### config.mk
export PLATFORM = sky130hd
export DESIGN_NAME = flopr
export DESIGN_NICKNAME = d
export VERILOG_FILES = /design/src/rtl/flopr_pkg.sv /design/src/rtl/flopr_stage.sv /design/src/rtl/flopr.sv
export SDC_FILE = /design/constraint.sdc
export NUM_CORES = 1
export LEC_CHECK = 0
export CAP_MARGIN = 25
export CORE_AREA = 2 2 39 41
export CTS_BUF_LIST = sky130_fd_sc_hd__clkbuf_16
export DETAILED_ROUTE_END_ITERATION = 6
export DIE_AREA = 0 0 41 43
export PLACE_DENSITY = 0.44
export REMOVE_ABC_BUFFERS = 1
export SETUP_SLACK_MARGIN = 0.3
export SKIP_LAST_GASP = 1
export SYNTH_ARGS = -nofsm -noshare
export SYNTH_HDL_FRONTEND = slang
export SYNTH_HIERARCHICAL = 1
export SYNTH_SLANG_ARGS = --single-unit
### constraint.sdc
create_clock -name clk -period 0.8 [get_ports clk]
set_input_delay 0.08 -clock clk [delete_from_list [all_inputs] [get_ports clk]]
set_output_delay 0.08 -clock clk [all_outputs]
set_load 0.03 [all_outputs]
### src/rtl/flopr_pkg.sv
// Shared defaults and legal parameter ranges for the flopr register chain.
package flopr_pkg;

    localparam int unsigned WIDTH_DEFAULT  = 8;
    localparam int unsigned WIDTH_MIN      = 1;
    localparam int unsigned WIDTH_MAX      = 1024;

    localparam int unsigned STAGES_DEFAULT = 1;
    localparam int unsigned STAGES_MIN     = 1;
    localparam int unsigned STAGES_MAX     = 64;

endpackage

### src/rtl/flopr_stage.sv
// One WIDTH-bit register with synchronous active-low reset to RESET_VAL.
module flopr_stage
    import flopr_pkg::*;
#(
    parameter int unsigned      WIDTH     = WIDTH_DEFAULT,
    parameter logic [WIDTH-1:0] RESET_VAL = '0
) (
    input  logic             clk,
    input  logic             reset,
    input  logic [WIDTH-1:0] d,
    output logic [WIDTH-1:0] q
);

    always_ff @(posedge clk) begin
        if (!reset) begin
            q <= RESET_VAL;
        end else begin
            q <= d;
        end
    end

endmodule

### src/rtl/flopr.sv
// Parameterised pipeline of STAGES registers; q is the last stage, reset loads every stage.
module flopr
    import flopr_pkg::*;
#(
    parameter int unsigned      WIDTH     = WIDTH_DEFAULT,
    parameter int unsigned      STAGES    = STAGES_DEFAULT,
    parameter logic [WIDTH-1:0] RESET_VAL = '0
) (
    input  logic             clk,
    input  logic             reset,
    input  logic [WIDTH-1:0] d,
    output logic [WIDTH-1:0] q
);

    if (WIDTH < WIDTH_MIN || WIDTH > WIDTH_MAX) begin : g_bad_width
        $fatal(1, "flopr: WIDTH out of range");
    end
    if (STAGES < STAGES_MIN || STAGES > STAGES_MAX) begin : g_bad_stages
        $fatal(1, "flopr: STAGES out of range");
    end

    // chain[0] is the input, chain[k+1] is the output of stage k
    logic [WIDTH-1:0] chain [STAGES+1];

    assign chain[0] = d;

    for (genvar k = 0; k < int'(STAGES); k++) begin : g_stage
        flopr_stage #(
            .WIDTH    (WIDTH),
            .RESET_VAL(RESET_VAL)
        ) u_stage (
            .clk  (clk),
            .reset(reset),
            .d    (chain[k]),
            .q    (chain[k+1])
        );
    end

    assign q = chain[STAGES];

    a_reset_val: assert property (@(posedge clk) !reset |=> (q == RESET_VAL));

    if (STAGES == 1) begin : g_single_chk
        a_past_d: assert property (@(posedge clk) reset |=> (q == $past(d)));
    end

endmodule

# Word-level counts from Yosys, hierarchy flattened
# Index checks and enable logic that the tools add are counted.
# op_classes
bitwise_logic	0
n_mux	0
n_mul	0
n_reduce_logical	0
magnitude_cmp	0
n_addsub	0
n_eq_ne	0
n_shift	0
div_mod_pow	0
# totals
ram_bits	0
output_inout_bits	8
mem_count	0
rom_bits	0
reg_bits	8
latchBits	0
input_bits	10

# Longest topological paths before layout
# Gate-level depths: netlist of the first run.
# logic_depth
ltp_word	0
mapped_depth	1
depth_no_buf	1

# Worst setup path before layout of the first run
# OpenSTA, ideal clock, no wires.
# synth_path
kind	reg2out
startpoint	register g_stage[0].u_stage.q[0]
endpoint	output port q[0]
t_arrival_ns	0.459
stages_incl_launch_ff	1
path_slack_ns	0.261
cell_sequence	dfxtp_1
# synth_lines
element	line_no	text
start: declaration	flopr_stage.sv:11	output logic [WIDTH-1:0] q
start signal: assignment	flopr_stage.sv:16	q <= RESET_VAL;
start signal: assignment	flopr_stage.sv:18	q <= d;
end: declaration	flopr.sv:12	output logic [WIDTH-1:0] q
# No word-level cell between the ends.

# Worst setup path after layout of the first run
# layout_path
startpoint	register g_stage[0].u_stage.q[6]
endpoint	output port q[6]
# No word-level cell between the ends.

==> qor.yml, run 1 <==
outcome:
  outcome: "finished clean"
critical_path:
  start_kind: "flop"
  cp_num_buf_inv: 1
  crit_end: "q[6]"
  worstPathRequired_ns: 0.72
  cp-end-kind: "output pin"
  cpMaxStageDelayCell: "dfxtp_2"
  critPathMaxFanout: 1
  slowest_delay_ns: 0.32
  criticalPathCategory: "reg -> out"
  cp_num_cells: 1
  path_delay_family: "flip-flops"
  critPathLaunch: "g_stage[0].u_stage/q[6]$_SDFF_PN0_"
  worstPathArrival_ns: 0.67
  crit_chain: "buf_6"
global_routing:
  grt_max_degree: 9
  grt_pass1_wl_um: 779
  grt.overflow.total: 0
  grt_antenna_before_repair: 0
  grt_usage_pct: 7.86
  first_global_vias: 181
die:
  fp-row-count: 14
  die_w_um: 41
  dieHeight_um: 43
  pin_count: 18
  start_util_pct: 15.2
  core_area_um2: 1380
  die_area_um2: 1760
routing:
  wl_um: 519
  wirelength_met1_um: 232
  wl_per_cell_um: 9.98
  wl_met3_um: 88
  wl_met2_um: 187
  drc: 0
  vias: 176
  drtAntennaViolNets: 0
  vias_per_cell: 3.38
  first_pass_iters: 1
  top_layer_used: "met4"
  drt-initial-drc-count: 0
finish:
  synthToLayoutAreaGrowth_pct: 137
  top_regs: "g_stage.u_stage/q x8"
  antenna_cells: 0
  layout.cells.most_common_list: "8 x and2_1, 8 x dfxtp_2, 8 x buf_6"
  largest_reg_flops: 8
  fin_cells: 52
  nFillCells: 139
  drive_above_1_share_pct: 52.8
  nets: 48
  regMostFlops: "g_stage.u_stage/q"
  fin_area_um2: 498
clocking:
  numClockSinks: 8
  cts_setup_buffers: 0
  numCtsBuffers: 3
  path_clk_slew_ns: 0.04
  cts_root_buffer: "clkbuf_16"
  cts_hold_buf: 0
  cts_tree: "yes"
  htree_levels: 1
  clk_path_buf_depth: 2
placement:
  placed_cells: 49
  place_ws_ns: -0.0963
  gp_congestion: 0.632
  place_area_um2: 380
  portBuffers: 17
sta:
  final_max_slew_viol_count: 0
  tns_ns: 0
  max_freq_mhz: 1330
  finalCriticalPeriod_ns: 0.752
  hold_viol_final: 0
  layout_setup_ws_ns: 0.0476
  rsz0062_at_grt: "yes"
  worst_pin_slew_ns: 0.183
  whs_ns: 0.0682
  slew_headroom_pct: 87.8
  fin_crit_sh_pct: 94.0
  setup_viol: 0
synthesis:
  ys_top_cells_by_area: "dfxtp_1 76%, and2_1 24%"
  syn_inst: 16
  mappedNetlistArea_um2: 210
  synth-seq-area-share_pct: 76.2
  ys_warn_count: 6
  ys_types: 2
  yosysTopAreaCell: "dfxtp_1"
  ys_ff_latch: 8
  synth_top_area_share_pct: 76.2
  postSynthAreaPerCell_um2: 13.1
min_path:
  hp-class: "in -> reg"
power_and_ir_drop:
  power_density_nw_per_um2: 2830
  p_leak_nw: 0.244
  ir_drop_mv: 1.00
run:
  drv_cap: 0
## Yosys cell counts, drive strengths merged
cell   instances
and2           8
dfxtp          8
## power by group
group / switching, W / internal [W] / leakage (nW) / total (W)
Sequential: 0.00000941 / 0.000427 / 0.0688 / 0.000437
Clock: 0.000187 / 0.000644 / 0.0370 / 0.000830
Combinational: 0.0000634 / 0.0000769 / 0.138 / 0.000140
## worst min-delay path by stage
stage / start / end / slack, ns / depth (start not counted)
floorplan: reset / g_stage[0].u_stage/q[0]$_SDFF_PN0_ / 0.20 / 1
global placement: g_stage[0].u_stage/q[5]$_SDFF_PN0_ / q[5] / 0.51 / 1
detailed placement: g_stage[0].u_stage/q[6]$_SDFF_PN0_ / q[6] / 0.51 / 1
CTS: d[3] / g_stage[0].u_stage/q[3]$_SDFF_PN0_ / 0.19 / 2
global route: d[1] / g_stage[0].u_stage/q[1]$_SDFF_PN0_ / 0.09 / 2
finish: d[1] / g_stage[0].u_stage/q[1]$_SDFF_PN0_ / 0.07 / 2
## through the flow
stage / power [W] / util (%)
2_1_floorplan: 0.000491 / -
3_3_place_gp: 0.000573 / 27.5
3_5_place_dp: 0.000572 / 27.5
4_1_cts: 0.00144 / 35.4
5_1_grt: 0.00147 / 36.0
6_report: 0.00141 / 36.0
## timing repair
item | CTS | global route
pin swaps | 3 | 0
endpoints found under the setup margin | 16 | 11
resized for setup | 20 | 3
## kinds of logic after synthesis
group,share of synthesized area (%)
flops,76.2
simple gates,23.8
## final cells by class
type | count | area, µm² | area share [%]
clock buffers | 3 | 75.1 | 15.1
multi-input cells | 8 | 50.0 | 10.1
flip-flops and latches | 8 | 170 | 34.2
well taps | 16 | 20.0 | 4.02
repair buffers | 17 | 183 | 36.7
## metal layers
layer / vias to the layer above / global-route usage (%)
met3: 2 / 6.28
met5: - / 0
met4: 0 / 8.00
li1: 89 / -
met2: 20 / 8.13
met1: 65 / 9.12
Note: power is estimated with default switching activity, not from simulation.
==> run 2, diff against run 1 <==
Settings changed: GPL_ROUTABILITY_DRIVEN set to 1.
==> results of run 2 <==
No change in the layout: final DEF, timing and power equal those of run 1.
